`src/rtl/vga_pkg.sv`:
```
// Shared types and constants for the VGA output stage.
//   vga_state_e   : alignment state machine states
//   sync_bundle_t : {hs, vs, blank} carried through the sync delay line
//   idle_bundle() : delay-line reset/idle contents for a given sync polarity
package vga_pkg;

    localparam int unsigned COLOR_W_DEFAULT = 4;

    typedef enum logic [1:0] {
        StWaitVs  = 2'd0,
        StWaitEnd = 2'd1,
        StRun     = 2'd2
    } vga_state_e;

    typedef struct packed {
        logic hs;
        logic vs;
        logic blank;
    } sync_bundle_t;

    // Syncs at their idle level, blank asserted.
    function automatic sync_bundle_t idle_bundle(input logic sync_idle);
        sync_bundle_t b;
        b.hs    = sync_idle;
        b.vs    = sync_idle;
        b.blank = 1'b1;
        return b;
    endfunction

endpackage

```
`src/rtl/vga_delay_line.sv`:
```
// Enable-gated shift register for the {hs, vs, blank} bundle.
//   clk, rst  : clock, asynchronous active-high reset (contents -> idle, blank = 1)
//   en        : shift strobe (pixel enable)
//   din       : undelayed bundle
//   dout      : bundle delayed by DEPTH strobes; DEPTH = 0 is a pass-through
module vga_delay_line
    import vga_pkg::*;
#(
    parameter int unsigned DEPTH     = 2,
    parameter logic        SYNC_IDLE = 1'b1
) (
    input  logic         clk,
    input  logic         rst,
    input  logic         en,
    input  sync_bundle_t din,
    output sync_bundle_t dout
);

    if (DEPTH == 0) begin : g_bypass
        assign dout = din;
    end else begin : g_shift
        sync_bundle_t [DEPTH-1:0] stages_q;

        always_ff @(posedge clk or posedge rst) begin
            if (rst) begin
                stages_q <= {DEPTH{idle_bundle(SYNC_IDLE)}};
            end else if (en) begin
                stages_q[0] <= din;
                for (int unsigned i = 1; i < DEPTH; i++) begin
                    stages_q[i] <= stages_q[i-1];
                end
            end
        end

        assign dout = stages_q[DEPTH-1];
    end

endmodule

```
`src/rtl/vga_output_stage.sv`:
```
// Final pixel-path stage: delays raw sync/blank to line up with the colour pipeline,
// registers all pin outputs on pix_en, blacks out blanking, replicates 1-bit colour to
// COLOR_W bits and keeps the display dark after reset until a full vsync pulse is seen.
//   clk, rst             : clock, asynchronous active-high reset
//   pix_en               : pixel strobe; every pipeline advance is qualified by it
//   hsync_in, vsync_in   : raw syncs (pin polarity)
//   blank_in             : 1 = outside the active region
//   red_in..blue_in      : 1-bit colour, already SYNC_DELAY pixels late
//   vga_r, vga_g, vga_b  : COLOR_W-bit pin colour
//   vga_hs, vga_vs       : pin syncs
//   frame_start          : one-clk pulse on the first active pixel of each frame
//   aligned              : state machine has reached RUN
// Optional build macro VGA_OUT_TESTBAR_EN adds input testbar: when high in RUN, colour
// comes from bits [9:7] of an active-pixel counter ({r,g,b}), giving 8 vertical bars.
module vga_output_stage
    import vga_pkg::*;
#(
    parameter int unsigned SYNC_DELAY      = 2,
    parameter logic        SYNC_ACTIVE_LOW = 1'b1,
    parameter int unsigned COLOR_W         = COLOR_W_DEFAULT
) (
    input  logic               clk,
    input  logic               rst,
    input  logic               pix_en,
    input  logic               hsync_in,
    input  logic               vsync_in,
    input  logic               blank_in,
    input  logic               red_in,
    input  logic               green_in,
    input  logic               blue_in,
`ifdef VGA_OUT_TESTBAR_EN
    input  logic               testbar,
`endif
    output logic [COLOR_W-1:0] vga_r,
    output logic [COLOR_W-1:0] vga_g,
    output logic [COLOR_W-1:0] vga_b,
    output logic               vga_hs,
    output logic               vga_vs,
    output logic               frame_start,
    output logic               aligned
);

    // The parameter only fixes the idle level; inputs already arrive in pin polarity.
    localparam logic SYNC_IDLE = SYNC_ACTIVE_LOW;

    sync_bundle_t raw_sync;
    sync_bundle_t tap;

    assign raw_sync.hs    = hsync_in;
    assign raw_sync.vs    = vsync_in;
    assign raw_sync.blank = blank_in;

    vga_delay_line #(
        .DEPTH     (SYNC_DELAY),
        .SYNC_IDLE (SYNC_IDLE)
    ) u_delay_line (
        .clk  (clk),
        .rst  (rst),
        .en   (pix_en),
        .din  (raw_sync),
        .dout (tap)
    );

    vga_state_e         state_q, state_d;
    logic               frame_armed_q, frame_armed_d;
    logic               blank_q, blank_d;
    logic               hs_q, hs_d;
    logic               vs_q, vs_d;
    logic [COLOR_W-1:0] r_q, r_d;
    logic [COLOR_W-1:0] g_q, g_d;
    logic [COLOR_W-1:0] b_q, b_d;
    logic               frame_start_q, frame_start_d;

    logic               vs_act_prev, vs_act_now;
    logic               vs_assert, vs_deassert;
    logic               blank_fall;
    logic               armed_now;
    logic               show;
    logic [2:0]         pix_rgb;

`ifdef VGA_OUT_TESTBAR_EN
    logic [9:0]         cnt_q, cnt_d;
    logic               blank_rise;
`endif

    // Edges are taken between the registered (previous) delayed value and the current tap,
    // so they only ever fire on pix_en cycles.
    always_comb begin
        vs_act_prev = vs_q ^ SYNC_ACTIVE_LOW;
        vs_act_now  = tap.vs ^ SYNC_ACTIVE_LOW;
        vs_assert   = pix_en && !vs_act_prev && vs_act_now;
        vs_deassert = pix_en && vs_act_prev && !vs_act_now;
        blank_fall  = pix_en && blank_q && !tap.blank;
    end

    // Alignment FSM: dark until one complete delayed vsync pulse has been seen.
    always_comb begin
        state_d = state_q;
        case (state_q)
            StWaitVs:  if (vs_assert)   state_d = StWaitEnd;
            StWaitEnd: if (vs_deassert) state_d = StRun;
            StRun:     state_d = StRun;
            default:   state_d = StWaitVs;
        endcase
    end

    // vsync is handled before blank on the same pixel: a deassertion arms the flag and
    // the next-state is used, so a coincident blank fall already counts as in RUN.
    always_comb begin
        frame_armed_d = frame_armed_q;
        frame_start_d = 1'b0;
        armed_now     = frame_armed_q || vs_deassert;
        if (state_d == StRun && blank_fall && armed_now) begin
            frame_start_d = 1'b1;
            frame_armed_d = 1'b0;
        end else if (vs_deassert) begin
            frame_armed_d = 1'b1;
        end
    end

`ifdef VGA_OUT_TESTBAR_EN
    always_comb begin
        blank_rise = pix_en && !blank_q && tap.blank;
        cnt_d      = cnt_q;
        if (blank_rise) begin
            cnt_d = '0;
        end else if (pix_en && !tap.blank) begin
            cnt_d = cnt_q + 10'd1;
        end
        pix_rgb = testbar ? cnt_q[9:7] : {red_in, green_in, blue_in};
    end

    always_ff @(posedge clk or posedge rst) begin
        if (rst) begin
            cnt_q <= '0;
        end else begin
            cnt_q <= cnt_d;
        end
    end
`else
    assign pix_rgb = {red_in, green_in, blue_in};
`endif

    // Output register: holds everything, syncs included, while pix_en is low.
    always_comb begin
        show    = (state_d == StRun) && !tap.blank;
        hs_d    = hs_q;
        vs_d    = vs_q;
        blank_d = blank_q;
        r_d     = r_q;
        g_d     = g_q;
        b_d     = b_q;
        if (pix_en) begin
            hs_d    = tap.hs;
            vs_d    = tap.vs;
            blank_d = tap.blank;
            r_d     = show ? {COLOR_W{pix_rgb[2]}} : '0;
            g_d     = show ? {COLOR_W{pix_rgb[1]}} : '0;
            b_d     = show ? {COLOR_W{pix_rgb[0]}} : '0;
        end
    end

    always_ff @(posedge clk or posedge rst) begin
        if (rst) begin
            state_q       <= StWaitVs;
            frame_armed_q <= 1'b0;
            blank_q       <= 1'b1;
            hs_q          <= SYNC_IDLE;
            vs_q          <= SYNC_IDLE;
            r_q           <= '0;
            g_q           <= '0;
            b_q           <= '0;
            frame_start_q <= 1'b0;
        end else begin
            state_q       <= state_d;
            frame_armed_q <= frame_armed_d;
            blank_q       <= blank_d;
            hs_q          <= hs_d;
            vs_q          <= vs_d;
            r_q           <= r_d;
            g_q           <= g_d;
            b_q           <= b_d;
            frame_start_q <= frame_start_d;
        end
    end

    assign vga_r       = r_q;
    assign vga_g       = g_q;
    assign vga_b       = b_q;
    assign vga_hs      = hs_q;
    assign vga_vs      = vs_q;
    assign frame_start = frame_start_q;
    assign aligned     = (state_q == StRun);

endmodule

```
`config.mk`:
```
export PLATFORM = sky130hd
export DESIGN_NAME = vga_output_stage
export DESIGN_NICKNAME = d
export VERILOG_FILES = /design/src/rtl/vga_pkg.sv /design/src/rtl/vga_delay_line.sv /design/src/rtl/vga_output_stage.sv
export SDC_FILE = /design/constraint.sdc
export NUM_CORES = 1
export LEC_CHECK = 0
export ABC_AREA = 0
export ABC_CLOCK_PERIOD_IN_PS = 3000
export BUFFER_PORTS_ARGS = -buffer_cell sky130_fd_sc_hd__buf_2
export CAP_MARGIN = 20
export CORE_ASPECT_RATIO = 1.2
export CORE_MARGIN = 1
export CORE_UTILIZATION = 38
export CTS_BUF_LIST = sky130_fd_sc_hd__clkbuf_8
export DETAILED_ROUTE_END_ITERATION = 8
export REMOVE_ABC_BUFFERS = 1
export SLEW_MARGIN = 20
export SYNTH_ARGS = -nofsm -noshare
export SYNTH_HDL_FRONTEND = slang
export SYNTH_SLANG_ARGS = --single-unit
```
`constraint.sdc`:
```
create_clock -name clk -period 3 [get_ports clk]
set_clock_uncertainty 0.2 [all_clocks]
set_input_delay 0.6 -clock clk [delete_from_list [all_inputs] [get_ports clk]]
set_output_delay 0.6 -clock clk [all_outputs]
set_load 0.01 [all_outputs]
```
==> results.txt, run 1 <==
----------------------------------------------------
[Status]
  Outcome ... finished, final reports clean

[Placed design]
  DPL Wire Length ... ~820 um
  Count of port buffers added during placement ... 24
  Gp weighted congestion ... 0.727

[Floorplanning]
  Area of the core ... roughly 1700 um^2
  Die Wd ... 41.9 um
  Area of the die ... between 2000 and 2500 um^2
  Row Count ... 16
  Height of the chip ... 49.9 um
  I/O Pins ... 25
  Starting Density ... 0.427

[Synth]
  Seq cells post-synth ... 16
  Largest cells by area after synthesis ... dfstp_2, dfrtp_1, mux2_2
  Area share of xor/xnor cells in the synthesized design ... 0
  Cell taking the most area after synthesis ... dfstp_2
  Fraction of synthesis flops using an asynchronous set or reset pin ... 1.00
  Synthesized area ... just over 700 um^2
  Share of cell area taken by muxes after synthesis ... 0.124
  Post-Syn Area per Cell ... between 10 and 15 um^2
  Most instantiated cells after synthesis ... buf_4, dfstp_2, mux2_2
  Number of warnings printed during yosys synthesis ... 0
  Compound-cell area share of the yosys netlist ... 0.124
  Cell count after synthesis ... 54
  Proportion of synthesized chip area in sequential cells ... 0.566
  Post-synth top flop ... dfstp_2
  Top cell type's share of synthesized area ... 0.325
  Simple-gate portion of the synthesized area ... 0.0654
  Main combinational cell family by area after synthesis ... compound AO/OA/AOI/OAI gates
  Number of flops mapped to enable cells by yosys ... 0
  Number of library cell types mapped by synthesis ... 17
  Post-Synth Adder-Cell Area ... 0

[Timing]
  RSZ-0062 raised after global routing ... false
  Endpoints failing setup ... 0
  Final critical-path required period ... about 1900 ps
  Pins Over Slew Limit ... 0
  Worst slew margin relative to its limit ... 0.616
  Measured slew at the worst slew-check pin ... 576 ps
  Peak clock frequency supported by timing ... between 0.5 and 0.6 GHz
  Final count of hold timing violations ... 0
  Sum of negative setup slack ... 0 ps
  Final period utilization ... 0.632

[Min path]
  Path class of the lowest-slack min-delay path ... in2async

[Clock network]
  CTS tree ... yes
  Number of buffers created by CTS ... 3
  Total of hold buffers inserted after clock tree synthesis ... 0
  Post-CTS Setup Bufs ... 0
  Number of clock sinks seen by CTS ... 16
  H-tree levels ... 1
  Insertion delay to the later sink of the worst-skew pair ... roughly 250 ps
  Root Buffer Master ... clkbuf_8
  Number of gates resized after cts ... 0
  Clock transition at the registers of the reported paths ... 60 ps
  Longest Clk Path Bufs ... 2

[Drt]
  Total Routed Length ... roughly 1100 um
  Count of routing violations after the opening detailed-route iteration ... 2
  Via count ... between 400 and 500
  Residual DRC ... 0
  Detailed-router iteration count before antenna repair ... 4
  Count of nets left with antenna violations after detail routing ... 0
  Vias/cell ... about 5
  Routed length per placed instance ... roughly 12 um

[Pwr]
  Proportion of total power due to net switching ... 0.255
  Net load switching power ... between 100 and 150 uW
  Clock Power Share ... 0.304
  Post-route total power ... approximately 530 uW
  Maximum resistive drop on vdd ... 0.368 mV
  Leakage ... roughly 0.42 nW
  Sequential cell fraction of total power ... 0.528
  Power density over cell area ... 631 nW/um^2
  Logic gate share of total power ... 0.167
  Internal power contribution ... ~400 uW

[Setup path]
  Required time of the critical path ... about 2200 ps
  Crit Reg-Reg Endpoint ... frame_start
  FF-to-FF path depth ... 3
  Reg2reg setup slack ... 1510 ps
  Kind of critical path ... reg2out
  Critical-path maximum fanout ... 4
  Reg-to-Reg Start ... u_delay_line.dout[1]
  Worst path arrival time ... around 1100 ps
  Endpoint kind of the worst setup timing path ... primary output
  Crit path launch type ... flip-flop

[Cells and area]
  Total number of nets in the final design ... between 80 and 90
  Antenna cell count ... 0
  Number of filler instances in the final layout ... approximately 150
  Area used by sequential logic in the layout ... about 410 um^2
  Multi-input gate area ... roughly 230 um^2
  Layout cell share with drive strength beyond 1 ... 0.653
  Area growth from synthesis to final layout ... 15.8%

[GRT]
  Initial antenna violation count ... 0
  Overall routing resource usage ... 0.115
  Number of global-route vias before repair ... approximately 410
  Wire length of the first global-routing pass ... roughly 1800 um
  Largest net degree at the start of global routing ... 17
  Global-route congestion overflow total ... 0

[Flow run]
  Number of max-cap violations ... 0

----------------------------------------------------
[cells by family after synthesis]
group	count (synthesis)
AOI/OAI and AO/OA	11
buffers and inverters	14
DFF	16
muxes	8
and+or+nand+nor	5
[flip-flops by register name (all words and copies together) (netlist names)]
signal,cells
vga_r,1
frame_start,1
state_q,2
vga_vs,1
vga_hs,1
blank_q,1
u_delay_line.dout,3
frame_armed_q,1
vga_b,1
u_delay_line.g_shift.stages_q,3
vga_g,1
[power by group through the flow]
stage | Combinational (mW) | Sequential, mW | Clock (mW)
global placement | 0.0891 | 0.284 | 0
finish | 0.0889 | 0.281 | 0.162
detailed placement | 0.0906 | 0.284 | 0
floorplan | 0.0399 | 0.294 | 0
global route | 0.0961 | 0.285 | 0.172
CTS | 0.0906 | 0.281 | 0.165
[metal layers]
layer | global-route usage | vias up | part of all wire
met5 | 0 | - | 0
met4 | 0.0806 | 0 | 0.019
met3 | 0.0476 | 3 | 0.090
met2 | 0.174 | 26 | 0.48
met1 | 0.129 | 208 | 0.41
li1 | - | 213 | -
[layout make-up]
type | count | share of cell area
Inverter | 4 | 0.0178
Timing Repair Buffer | 24 | 0.143
Tap cell | 18 | 0.0267
Clock inverter | 1 | 0.00446
Sequential cell | 16 | 0.489
Clock buffer | 3 | 0.0490
Multi-Input combinational cell | 24 | 0.270
[worst max-delay path by stage]
| stage | to | cells after the start | start | slack (ps) |
|---|---|---|---|---|
| 2_1_floorplan | aligned | 2 | state_q[0] | 1490 |
| 3_3_place_gp | frame_start | 4 | pix_en | 1260 |
| 3_5_place_dp | frame_start | 4 | pix_en | 1210 |
| 4_1_cts | aligned | 3 | state_q[0] | 1090 |
| 5_1_grt | aligned | 3 | state_q[0] | 1040 |
| 6_report | aligned | 3 | state_q[0] | 1100 |
[through the flow]
stage,area [um^2],utilization,hold WS (ps),cells,setup WS (ps)
floorplan,654,-,223,44,1490
global placement,797,0.468,265,86,1260
detailed placement,797,0.468,252,86,1210
CTS,842,0.495,216,90,1090
global route,842,0.495,251,90,1040
finish,842,0.495,199,90,1100
[cells in the final DEF, fill, tap and decap left out]
cell type,netlist,layout
buf_2,1,24
o21ai_0,3,3
mux2_2,8,8
a2bb2oi_1,1,1
a21oi_1,2,2
a22o_1,3,3
a211oi_4,1,1
clkbuf_8,0,3
nand2b_1,1,1
o211a_1,1,1
nand4bb_4,1,1
dfrtp_1,7,7
or2_2,1,1
nor2_1,1,1
inv_1,4,5
dfstp_2,9,9
nand2_1,1,1
[worst max-delay path: stages (launching register included)]
cell and delay, ps:
dfrtp_1 430, nand2b_1 220, inv_1 70, buf_2 120
Note: power is estimated with default switching activity, not from simulation.
==> run 2: changes to the inputs <==
--- a/config.mk
+++ b/config.mk
@@ -6,7 +6,7 @@
 export NUM_CORES = 1
 export LEC_CHECK = 0
 export ABC_AREA = 0
-export ABC_CLOCK_PERIOD_IN_PS = 3000
+export ABC_CLOCK_PERIOD_IN_PS = 1880
 export BUFFER_PORTS_ARGS = -buffer_cell sky130_fd_sc_hd__buf_2
 export CAP_MARGIN = 20
 export CORE_ASPECT_RATIO = 1.2
==> constraint.sdc (replaced) <==
create_clock -name clk -period 1.88 [get_ports clk]
set_clock_uncertainty 0.2 [all_clocks]
set_input_delay 0.376 -clock clk [delete_from_list [all_inputs] [get_ports clk]]
set_output_delay 0.376 -clock clk [all_outputs]
set_load 0.01 [all_outputs]
==> run 2 against run 1 <==
  * Clock-buffer cell count is the same
  * Routed wire length grew 1.9%
  * Total power grew 60%
  * Worst hold slack lost 58 ps
  * Cell count grew 1.1%
  * Global-route usage grew 0.15 points
  * Via count grew 0.89%
  * Utilization grew 0.59 points
  * Highest routed layer unchanged
==> results.txt, run 2 (synthesis results as in run 1) <==
----------------------------------------------------
[Status]
  Outcome ... finished, final reports clean

[Placed design]
  DPL Wire Length ... 823 um (unchanged)
  Gp weighted congestion ... 0.727 (about the same)
  Count of port buffers added during placement ... 24 (unchanged)

[Setup path]
  Reg-to-Reg Start ... u_delay_line.dout[1]
  Start point of the critical path ... state_q[0]
  Worst path arrival time ... 1100 ps (about the same)
  Endpoint kind of the worst setup timing path ... primary output
  Kind of critical path ... reg2out
  Critical-path maximum fanout ... 4 (unchanged)
  FF-to-FF path depth ... 3 (unchanged)
  Crit Reg-Reg Endpoint ... frame_start
  Reg2reg setup slack ... 390 ps (-1120 ps)
  Required time of the critical path ... 1300 ps (-900 ps)
  Worst Setup EP ... aligned
  Crit path launch type ... flip-flop

[Clock network]
  Number of buffers created by CTS ... 3 (unchanged)
  Longest Clk Path Bufs ... 2 (unchanged)
  CTS tree ... yes
  Clock transition at the registers of the reported paths ... 60 ps (about the same)
  Root Buffer Master ... clkbuf_8
  Insertion delay to the later sink of the worst-skew pair ... 250 ps (about the same)
  Number of clock sinks seen by CTS ... 16 (unchanged)
  H-tree levels ... 1 (unchanged)
  Post-CTS Setup Bufs ... 0 (unchanged)

[Cells and area]
  Share of the core filled with cells in the final layout ... 0.501 (+0.00588)
  Total number of nets in the final design ... 83 (+1.2%)
  Area growth from synthesis to final layout ... 17.2%
  Antenna cell count ... 0 (unchanged)
  Commonest non-fill, non-tap cell in the layout ... buf_2
  Layout cell share with drive strength beyond 1 ... 0.644 (-0.00894)
  Commonest non-fill, non-tap cells in the layout ... buf_2, dfstp_2, mux2_2, dfrtp_1, inv_1

[Min path]
  Path class of the lowest-slack min-delay path ... in2reg

[Timing]
  Final count of hold timing violations ... 0 (unchanged)
  RSZ-0062 raised after global routing ... false
  Final critical-path required period ... about 1700 ps
  Measured slew at the worst slew-check pin ... 576 ps (-0.0257 ps)
  Worst slew margin relative to its limit ... 0.616 (about the same)
  Endpoints failing setup ... 0 (unchanged)
  Final period utilization ... 0.889
  Worst Hold Margin ... 142 ps (-57.7 ps)
  Sum of negative setup slack ... 0 ps (unchanged)
  Pins Over Slew Limit ... 0 (unchanged)
  Peak clock frequency supported by timing ... around 0.6 GHz

[Pwr]
  Internal power contribution ... 634 uW (+60%)
  Power density over cell area ... 998 nW/um^2 (+58%)
  Sequential cell fraction of total power ... 0.527 (about the same)
  Proportion of total power due to net switching ... 0.255 (+0.000257)
  Logic gate share of total power ... 0.169 (+0.002)
  Maximum resistive drop on vdd ... 0.587 mV (+60%)
  Leakage ... 0.420 nW (+1.0%)
  Net load switching power ... 217 uW (+60%)
  Clock Power Share ... 0.304 (about the same)

[Drt]
  Count of routing violations after the opening detailed-route iteration ... 2 (unchanged)
  Detailed-router iteration count before antenna repair ... 4 (unchanged)
  Vias/cell ... 4.99 (-0.22%)
  Residual DRC ... 0 (unchanged)
  Via count ... 454 (+0.89%)
  Total Routed Length ... 1100 um (+1.9%)
  Count of nets left with antenna violations after detail routing ... 0 (unchanged)
  Routed length per placed instance ... 12.1 um (+0.82%)

[GRT]
  Wire length of the first global-routing pass ... 1790 um (+1.6%)
  Largest net degree at the start of global routing ... 17 (unchanged)
  Initial antenna violation count ... 0 (unchanged)
  Number of global-route vias before repair ... 426 (+2.9%)
  Overall routing resource usage ... 0.116 (+0.00153)
  Global-route congestion overflow total ... 0 (unchanged)

[Floorplanning]
  I/O Pins ... 25 (unchanged)
  Height of the chip ... 49.9 um (unchanged)
  Area of the core ... 1700 um^2 (unchanged)
  Area of the die ... 2090 um^2 (unchanged)
  Die Wd ... 41.9 um (unchanged)
  Row Count ... 16 (unchanged)
  Starting Density ... 0.427 (unchanged)

[Flow run]
  Number of max-cap violations ... 0 (unchanged)

----------------------------------------------------
-- run 2: cell types whose count changed in the layout (fill, tap and decap cells not counted) --
cell | before | now
dlygate4sd3_1 | 0 | 1
-- run 2: metal layers --
layer / vias to the layer above / part of all wire / global-route usage
met3: 3 / 0.089 / 0.0476
met1: 210 / 0.40 / 0.129
met5: - / 0 / 0
li1: 215 / - / -
met2: 26 / 0.49 / 0.180
met4: 0 / 0.019 / 0.0806
-- run 2: cell type report --
| type | count | area [um^2] |
|---|---|---|
| clock buffers | 3 | 41.3 |
| flip-flops and latches | 16 | 412 |
| well taps | 18 | 22.5 |
| clock inverters | 1 | 3.75 |
| fillers | 145 | 850 |
| multi-input cells | 24 | 228 |
| repair buffers | 25 | 130 |
| inverters | 4 | 15.0 |
-- run 2: critical path, stage by stage, from the launching register on --
cell	delay, ps
dfrtp_1	430
nand2b_1	220
inv_1	70
buf_2	120
-- run 2: power by group through the flow --
stage	clock, mW	combinational, mW	sequential, mW
3_3_place_gp	0	0.142	0.452
6_report	0.259	0.143	0.448
2_1_floorplan	0	0.0636	0.469
3_5_place_dp	0	0.145	0.454
5_1_grt	0.275	0.155	0.454
4_1_cts	0.264	0.146	0.449
-- run 2: worst min-delay path by stage --
stage	start	end	depth (start not counted)
detailed placement	state_q[1]	state_q[0]	1
floorplan	rst	frame_armed_q	1
CTS	red_in	vga_r[2]	2
finish	red_in	vga_r[2]	2
global route	vsync_in	u_delay_line.g_shift.stages_q[1]	2
global placement	state_q[1]	state_q[0]	1
-- run 2: per-stage QoR --
step	total power, mW	instances	worst slack [ps]	cell area, um^2
global placement	0.595	86	363	797
floorplan	0.533	44	477	654
global route	0.884	91	140	852
detailed placement	0.598	86	319	797
CTS	0.859	91	198	852
finish	0.850	91	208	852
-- run 2: timing repair --
item,in CTS,in global routing
hold buffers,1,0
endpoints found under the setup margin,0,0
hold endpoints to repair,6,0
resized for setup,0,0
